**src/rtl/monitor_pkg.sv**
```systemverilog
// Shared defaults and helpers for the monitor stage: parameter defaults and
// the report-id width function used by the top and its arbiter.
package monitor_pkg;

    localparam int SYM_W_DEF      = 8;
    localparam int NUM_RPT_DEF    = 36;
    localparam int PIPE_DEPTH_DEF = 1;
    localparam int CNT_W_DEF      = 16;

    // A single channel still needs a one-bit id so the port never collapses.
    function automatic int id_w(input int n);
        return (n <= 1) ? 1 : $clog2(n);
    endfunction

endpackage

```
**src/rtl/monitor_rr_arbiter.sv**
```systemverilog
// Round-robin selector: lowest requesting index at or above ptr, otherwise
// the lowest requesting index overall.
module monitor_rr_arbiter
    import monitor_pkg::*;
#(
    parameter  int N    = NUM_RPT_DEF,
    localparam int ID_W = id_w(N)
) (
    input  logic [N-1:0]    req,
    input  logic [ID_W-1:0] ptr,
    output logic [N-1:0]    grant,
    output logic [ID_W-1:0] idx,
    output logic            any
);

    logic            hi_found;
    logic [ID_W-1:0] hi_idx;
    logic [ID_W-1:0] lo_idx;

    // NOTE: every variable gets a default before the loop, so no path leaves
    // one unassigned and no latch is inferred.
    always_comb begin
        hi_found = 1'b0;
        hi_idx   = '0;
        lo_idx   = '0;
        // Scanning downwards lets the lowest matching index overwrite the rest.
        for (int i = N - 1; i >= 0; i--) begin
            if (req[i]) begin
                lo_idx = ID_W'(i);
                if (i >= int'(ptr)) begin
                    hi_found = 1'b1;
                    hi_idx   = ID_W'(i);
                end
            end
        end
        any   = |req;
        idx   = hi_found ? hi_idx : lo_idx;
        grant = any ? (N'(1) << idx) : '0;
    end

endmodule

```
**src/rtl/monitor_stage_pipe.sv**
```systemverilog
// Monitor stage: forwards the symbol/restart stream through PIPE_DEPTH stages
// and drains timestamped automaton reports through a valid/ready port.
module monitor_stage_pipe
    import monitor_pkg::*;
#(
    parameter  int SYM_W      = SYM_W_DEF,
    parameter  int NUM_RPT    = NUM_RPT_DEF,
    parameter  int PIPE_DEPTH = PIPE_DEPTH_DEF,
    parameter  int CNT_W      = CNT_W_DEF,
    localparam int ID_W       = id_w(NUM_RPT)
) (
    input  logic               clk,
    input  logic               reset,
    input  logic               run,
    input  logic               restart,
    input  logic [SYM_W-1:0]   top_symbols,
    input  logic [NUM_RPT-1:0] rpt_in,
    output logic [SYM_W-1:0]   out_symbols,
    output logic               out_restart,
    output logic               rpt_valid,
    input  logic               rpt_ready,
    output logic [ID_W-1:0]    rpt_id,
    output logic [CNT_W-1:0]   rpt_cycle,
    output logic               rpt_overflow,
    input  logic               clear_ovf
);

    logic [SYM_W-1:0]   sym_q [PIPE_DEPTH];
    logic               rst_q [PIPE_DEPTH];
    logic [CNT_W-1:0]   cnt;
    logic [NUM_RPT-1:0] pending;
    logic [CNT_W-1:0]   ts [NUM_RPT];
    logic [ID_W-1:0]    ptr;

    logic [ID_W-1:0]    ptr_eff;
    logic [ID_W-1:0]    id_next;
    logic [ID_W-1:0]    sel_idx;
    logic [NUM_RPT-1:0] sel_grant;
    logic               sel_any;
    logic               handshake;
    logic               load;
    logic               flush;
    logic [NUM_RPT-1:0] new_rpt;
    logic [NUM_RPT-1:0] drain_mask;
    logic [NUM_RPT-1:0] keep_mask;
    logic               ovf_set;

    // NOTE: stages shift with non-blocking assignments so every stage takes
    // its neighbour's value from before the edge, independent of loop order.
    always_ff @(posedge clk or negedge reset) begin
        if (!reset) begin
            for (int s = 0; s < PIPE_DEPTH; s++) begin
                sym_q[s] <= '0;
                rst_q[s] <= 1'b0;
            end
        end else if (run) begin
            sym_q[0] <= top_symbols;
            rst_q[0] <= restart;
            for (int s = 1; s < PIPE_DEPTH; s++) begin
                sym_q[s] <= sym_q[s-1];
                rst_q[s] <= rst_q[s-1];
            end
        end
    end

    assign out_symbols = sym_q[PIPE_DEPTH-1];
    assign out_restart = rst_q[PIPE_DEPTH-1];

    always_ff @(posedge clk or negedge reset) begin
        if (!reset)       cnt <= '0;
        else if (run)     cnt <= restart ? '0 : cnt + 1'b1;
    end

    assign handshake = rpt_valid & rpt_ready;
    assign flush     = run & restart;
    assign new_rpt   = (run & ~restart) ? rpt_in : '0;
    assign id_next   = (rpt_id == ID_W'(NUM_RPT - 1)) ? '0 : rpt_id + 1'b1;
    // On an accept the freshly advanced pointer already steers this edge's pick.
    assign ptr_eff   = handshake ? id_next : ptr;

    monitor_rr_arbiter #(.N(NUM_RPT)) u_arb (
        .req   (pending),
        .ptr   (ptr_eff),
        .grant (sel_grant),
        .idx   (sel_idx),
        .any   (sel_any)
    );

    // A restart flushes pending work, so nothing is pulled from it that cycle.
    assign load       = (~rpt_valid | rpt_ready) & sel_any & ~flush;
    assign drain_mask = load ? sel_grant : '0;
    assign keep_mask  = pending & ~drain_mask;
    assign ovf_set    = |(new_rpt & keep_mask);

    always_ff @(posedge clk or negedge reset) begin
        if (!reset)      pending <= '0;
        else if (flush)  pending <= '0;
        else             pending <= keep_mask | new_rpt;
    end

    // NOTE: timestamps are not reset; an entry is only read while its pending
    // bit is set, and that bit is always written together with the entry.
    always_ff @(posedge clk) begin
        for (int i = 0; i < NUM_RPT; i++) begin
            if (new_rpt[i] && !keep_mask[i]) ts[i] <= cnt;
        end
    end

    always_ff @(posedge clk or negedge reset) begin
        if (!reset) begin
            rpt_valid <= 1'b0;
            rpt_id    <= '0;
            rpt_cycle <= '0;
            ptr       <= '0;
        end else begin
            if (load) begin
                rpt_valid <= 1'b1;
                rpt_id    <= sel_idx;
                rpt_cycle <= ts[sel_idx];
            end else if (handshake) begin
                rpt_valid <= 1'b0;
            end
            if (handshake) ptr <= id_next;
        end
    end

    // A new overflow in the same cycle as clear_ovf keeps the flag set.
    always_ff @(posedge clk or negedge reset) begin
        if (!reset)          rpt_overflow <= 1'b0;
        else if (ovf_set)    rpt_overflow <= 1'b1;
        else if (clear_ovf)  rpt_overflow <= 1'b0;
    end

endmodule

```
**config.mk**
```make
export PLATFORM = sky130hd
export DESIGN_NAME = monitor_stage_pipe
export DESIGN_NICKNAME = d
export VERILOG_FILES = /design/src/rtl/monitor_pkg.sv /design/src/rtl/monitor_rr_arbiter.sv /design/src/rtl/monitor_stage_pipe.sv
export SDC_FILE = /design/constraint.sdc
export NUM_CORES = 1
export LEC_CHECK = 0
export ABC_CLOCK_PERIOD_IN_PS = 6300
export BUFFER_PORTS_ARGS = -buffer_cell sky130_fd_sc_hd__buf_4
export CAP_MARGIN = 20
export CORE_MARGIN = 1
export CORE_UTILIZATION = 45
export CTS_BUF_LIST = sky130_fd_sc_hd__clkbuf_8
export DETAILED_ROUTE_END_ITERATION = 8
export HOLD_SLACK_MARGIN = 0.08
export PLACE_DENSITY = 0.58
export SLEW_MARGIN = 20
export SYNTH_ARGS = -nofsm -noshare
export SYNTH_HDL_FRONTEND = slang
export SYNTH_SLANG_ARGS = --single-unit
```
**constraint.sdc**
```tcl
create_clock -name clk -period 6.3 [get_ports clk]
set_input_delay 1.26 -clock clk [delete_from_list [all_inputs] [get_ports clk]]
set_output_delay 1.26 -clock clk [all_outputs]
set_load 0.005 [all_outputs]
```
==> reports/results.tsv, run 1 <==
metric	value	unit
leakage power total	13.6	nW
nets@finish	2318	
CTS Hold Bufs	0	
PostCTS Resize Cnt	0	
Synth Register Bits	667	
Total Routing Usage GR	25.2	%
layout cells sized above 1	18.0	%
mean area per synthesized cell	14.4	um2
Worst-path clk slew	0.06	ns
largest net degree at the start of global routing	56	
fillers	5515	
Max Slew Vio Count	0	
M1 wire length	36000	um
Skew-Pair Late Insertion Delay	0.72	ns
placer congestion estimate	0.953	
DR WL met3	5610	um
gr ovfl total	0	
CP Cell Sequence	or4b_1, a32oi_1, o21ai_0, o2111ai_1, a2111o_1, a21o_1, nor4_4, buf_4, o21ai_2, and3_4, buf_12, buf_4, mux2i_1, mux2i_1, mux2i_1, mux2i_1, a211o_1	
Arr. time, crit path	6.21	ns
Residual DRC	0	
first-pass GRT wire length	124000	um
DR iter-0 viols	1709	
number of global-route vias before repair	18706	
Max VDD drop	280	uV
maxcap violations	0	
die height	258	um
Buffers on Ports	82	
slowest cell on the critical path	a32oi_1	
root buf cell	clkbuf_8	
syn nets	2098	
Post-synth top flop	edfxtp_1	
CP Max Fanout	37	
number of synthesized flops with an enable pin	576	
Final Setup Violations	0	
maximum clock insertion buffer count	3	
Crit. End Element	register	
Synth Cell Area	29500	um2
I/O pins	83	
starting density of the core	45.7	%
status	finished, final reports clean	
CTS Buf Count	109	
DR WL/cell	26.1	um
unrepaired setup endpoints after global routing	false	
Worst Tran Pin Value	0.910	ns
Clock Skew	0.0482	ns
WS Path Type	register to register	
total power	17.5	mW
cell row count	93	
DR WL met2	39500	um
synthesized instance count	2046	
slew margin rel.	39.3	%
post-synthesis to final-layout area growth	16.5	%
Setup crit start kind	register	
area of the die	66700	um2
# H-tree levels	3	
TritonRoute pass-1 iters	5	
fraction of registers with async set/reset	13.6	%
Fmax	0.177	GHz
count of final hold-check violations	0	
Synth cell types	87	
Syn. warnings	0	
CP required	6.87	ns
top layer in use	met5	
clk sinks	667	
family with the most delay on the worst path	compound AO/OA/AOI/OAI gates	
Vias/cell	5.89	
PwrDens	509	nW/um2
Vias	18908	
Post-DP HPWL	54500	um
fin crit share	89.6	%
HP Class	register to register	
slowest stage delay, CP	0.74	ns
Post-DRT Antenna Nets	0	
worst path bufs/invs	3	
fraction of the yosys area taken by sequential cells	66.2	%
core footprint	64700	um2
setup_tns	0	ns
fin crit period	5.65	ns
crit-path most repeated cell	mux2i_1	
initial antenna violation count	2	
Die X-Extent	258	um
CTS tree	yes	
wirelength, routed	83900	um
# Post-CTS Setup Buffers	0	
## report_power, final
| part | switching [mW] | internal, mW |
|---|---|---|
| registers | 0.313 | 5.07 |
| clock network | 1.71 | 1.77 |
| logic | 4.94 | 3.70 |
| total | 6.96 | 10.5 |
## cells in the final DEF, fill, tap and decap left out, types with 7 or more instances in the layout
cell	synthesis	routed
a211o_1	18	18
a211oi_1	14	14
a21o_1	9	9
a21oi_1	71	71
a31oi_1	14	14
a32o_1	16	15
a32oi_1	10	9
and3_1	45	44
buf_12	0	49
buf_4	4	176
clkbuf_8	0	112
clkinv_1	0	25
clkinv_2	0	10
dfrtp_1	91	88
edfxtp_1	576	576
inv_1	37	81
mux2_2	24	24
mux2i_1	428	428
nand2_1	171	170
nand2b_1	11	11
nand3_1	31	31
nand4_1	7	7
nor2_1	57	55
nor3_1	15	15
nor4_1	12	11
o211ai_1	8	8
o21a_1	8	8
o21ai_0	56	56
o21ai_1	8	8
o22ai_1	17	17
o311ai_0	10	10
o31ai_1	13	13
xor2_1	12	12
## per-stage QoR
stage	util, %	cells	area, um2	hold WS, ns	setup WS (ns)
after floorplan	-	2046	29500	0.495	0.571
after global placement	50.1	3009	32400	0.491	0.138
after detailed placement	50.1	3010	32400	0.498	0.0473
after CTS	53.2	3209	34400	0.511	0.706
after global routing	53.2	3210	34400	0.532	0.394
final	53.2	3210	34400	0.509	0.654
## synth_stat cells, types with 9 or more instances
cell type / n / area [um2]
mux2_2: 24 / 270
nand2_1: 171 / 642
edfxtp_1: 576 / 17300
a21oi_1: 71 / 355
buf_2: 63 / 315
a211o_1: 18 / 158
inv_1: 37 / 139
a32oi_1: 10 / 87.6
o31ai_1: 13 / 97.6
nor4_1: 12 / 75.1
dfrtp_1: 91 / 2280
nor3_1: 15 / 75.1
nand2b_1: 11 / 68.8
a21o_1: 9 / 67.6
and3_1: 45 / 282
a211oi_1: 14 / 105
a31oi_1: 14 / 87.6
o22ai_1: 17 / 106
nor2_1: 57 / 214
a32o_1: 16 / 160
clkbuf_1: 41 / 154
o21ai_0: 56 / 280
mux2i_1: 428 / 4280
xor2_1: 12 / 105
o311ai_0: 10 / 87.6
nand3_1: 31 / 155
## flip-flops by register name, indices dropped and copies added, names as in the netlist
name and count:
rpt_id 6, rpt_valid 1, rpt_overflow 1, ts 576, pending 36, cnt 16, out_restart 1, rpt_cycle 16
out_symbols 8, ptr 6
## cells by family (layout without fill, tap and decap cells)
family | Yosys count | after routing | share of synthesized area [%]
xor gates and xnor gates | 16 | 16 | 0.500
AOI/OAI and AO/OA | 359 | 359 | 8.70
other | 0 | 1 | 0
DFF | 667 | 667 | 66.2
and+or+nand+nor | 391 | 391 | 6.43
adders and majority gates | 2 | 2 | 0.0847
buffers and inverters | 156 | 464 | 2.40
muxes | 455 | 455 | 15.6
## worst register-to-register path, delay by kind of cell, from the launching register on
| kind | cells | cell delay, ns |
|---|---|---|
| multiplexers | 4 | 0.71 |
| buffers and inverters | 3 | 0.87 |
| AND/OR/NAND/NOR | 3 | 1.23 |
| AO/OA/AOI/OAI | 7 | 2.07 |
| flip-flops | 1 | 0.62 |
## metal layers
| metal | vias up | global-route usage (%) |
|---|---|---|
| met5 | - | 0 |
| met4 | 2 | 9.76 |
| met3 | 184 | 4.65 |
| met2 | 738 | 40.0 |
| met1 | 9541 | 34.4 |
| li1 | 8443 | - |
## area by class of cell
cell class	count	area, um2	area share [%]
antenna	1	2.50	0.00727
tap	855	1070	3.11
sequential	667	19600	56.9
multi-input combinational	1223	9320	27.1
timing repair buffer	226	2320	6.73
clock buffer	112	1540	4.48
clock inverter	87	454	1.32
inverter	39	146	0.425
## path summary, 6_finish.rpt
check	from	end	slack, ns	depth (start not counted)
worst min register to register	out_restart	out_restart	0.51	1
worst max register to register	rpt_id[4]	rpt_cycle[15]	0.65	17
min in group asynchronous	reset	ptr[3]	0.58	1
worst max-delay path	rpt_id[4]	rpt_cycle[15]	0.65	17
max in group asynchronous	reset	cnt[10]	4.48	2
worst min-delay path	out_restart	out_restart	0.51	1
Note: power is estimated with default switching activity, not from simulation.
==> run 2: changes to the inputs <==
--- a/config.mk
+++ b/config.mk
@@ -13,7 +13,6 @@
 export CTS_BUF_LIST = sky130_fd_sc_hd__clkbuf_8
 export DETAILED_ROUTE_END_ITERATION = 8
 export HOLD_SLACK_MARGIN = 0.08
-export PLACE_DENSITY = 0.58
 export SLEW_MARGIN = 20
 export SYNTH_ARGS = -nofsm -noshare
 export SYNTH_HDL_FRONTEND = slang
==> reports/results.tsv, run 2 (synthesis gave the netlist of run 1 again) <==
metric	value	unit
post-synthesis to final-layout area growth	16.5	%
Skew-Pair Late Insertion Delay	0.71	ns
number of global-route vias before repair	18846	
count of final hold-check violations	0	
Worst-path clk slew	0.06	ns
# H-tree levels	3	
Largest register FFs	576	
DR WL/cell	26.5	um
Cell Area, Placed	32400	um2
Largest regs	ts: 576 flops, pending: 36 flops	
fin crit period	5.74	ns
TritonRoute pass-1 iters	5	
Top reg by flops	ts	
Fmax	0.174	GHz
PostCTS Resize Cnt	0	
WS Path Type	register to register	
die height	258	um
Vias	18987	
slew margin rel.	19.5	%
leakage power total	13.6	nW
setup_tns	0	ns
root buf cell	clkbuf_8	
Post-DP HPWL	55800	um
clk sinks	667	
starting density of the core	45.7	%
area of the die	66700	um2
Crit. End Element	register	
initial antenna violation count	3	
design area	34400	um2
Arr. time, crit path	6.33	ns
Setup WS pre-CTS	0.0464	ns
Setup crit start kind	register	
placer congestion estimate	0.996	
Post-DRT Antenna Nets	0	
Clock Skew	0.0285	ns
# Post-CTS Setup Buffers	0	
dpl cells	3012	
cell row count	93	
Max VDD drop	296	uV
Worst Tran Pin Value	1.20	ns
CTS Buf Count	108	
unrepaired setup endpoints after global routing	false	
Residual DRC	0	
layout cells sized above 1	18.2	%
DR iter-0 viols	1720	
I/O pins	83	
maxcap violations	0	
total power	17.6	mW
leading cell type in the layout, fill and taps excluded	edfxtp_1	
CTS Hold Bufs	0	
maximum clock insertion buffer count	3	
first-pass GRT wire length	126000	um
fillers	5460	
Final Setup Violations	0	
Max Slew Vio Count	0	
core footprint	64700	um2
Total Routing Usage GR	25.5	%
setup ws final	0.561	ns
PwrDens	512	nW/um2
nets@finish	2319	
Die X-Extent	258	um
Vias/cell	5.90	
CP required	6.89	ns
CP Max Fanout	10	
largest net degree at the start of global routing	58	
CTS tree	yes	
HP Class	register to register	
Buffers on Ports	82	
commonest non-fill, non-tap cells in the layout	576 x edfxtp_1, 428 x mux2i_1, 179 x buf_4	
fin crit share	91.1	%
final std cells w/o fill	3216	
wirelength, routed	85200	um
status	finished, final reports clean	
gr ovfl total	0	
==> run 2: worst max-delay path, cell delays in order, from the launching register on <==
cell and delay, ns:
dfrtp_1 0.36, ha_1 0.45, a21o_1 0.20, nand4_2 0.23, o41ai_2 0.59, o2111ai_1 0.31, a2111o_1 0.51, a21o_1 0.25
nor4_2 0.45, o21ai_1 0.49, nor4_1 0.40, buf_4 0.18, a311oi_1 0.11, a2111oi_0 0.50, o2111a_1 0.28, nand4_1 0.13
a21o_1 0.20
==> run 2: worst paths after layout <==
kind / start / depth (start not counted) / slack [ns] / to
worst max-delay path: rpt_id[1] / 16 / 0.56 / rpt_overflow
worst min-delay path: out_restart / 1 / 0.51 / out_restart
worst max register to register: rpt_id[1] / 16 / 0.56 / rpt_overflow
worst min register to register: out_restart / 1 / 0.51 / out_restart
max in group asynchronous: reset / 2 / 4.45 / cnt[15]
min in group asynchronous: reset / 1 / 0.63 / out_symbols[3]
==> run 2: layout make-up <==
type	instances	area, um2	area share (%)
sequential	667	19600	56.9
multi-input combinational	1223	9320	27.1
timing repair buffer	228	2320	6.74
clock buffer	114	1570	4.56
tap	855	1070	3.11
clock inverter	89	415	1.21
inverter	39	146	0.425
antenna	1	2.50	0.00727
==> run 2: where the power goes <==
part           leakage [nW]  switching [mW]  internal [mW]
Clock                  1.21            1.71           1.72
Combinational          5.87            5.07           3.76
Sequential             6.52           0.294           5.07
==> run 2: metrics by stage <==
step                util (%)  hold slack [ns]
finish                  53.2            0.506
global route            53.2            0.527
CTS                     53.2            0.510
detailed placement      50.1            0.497
global placement        50.1            0.491
floorplan                  -            0.495
==> run 2: metal layers <==
metal	wire (um)	vias up	track usage, %
met4	2720	0	8.83
met5	0	-	0
met1	37900	9679	35.8
li1	-	8456	-
met3	4800	173	4.17
met2	39800	679	40.5
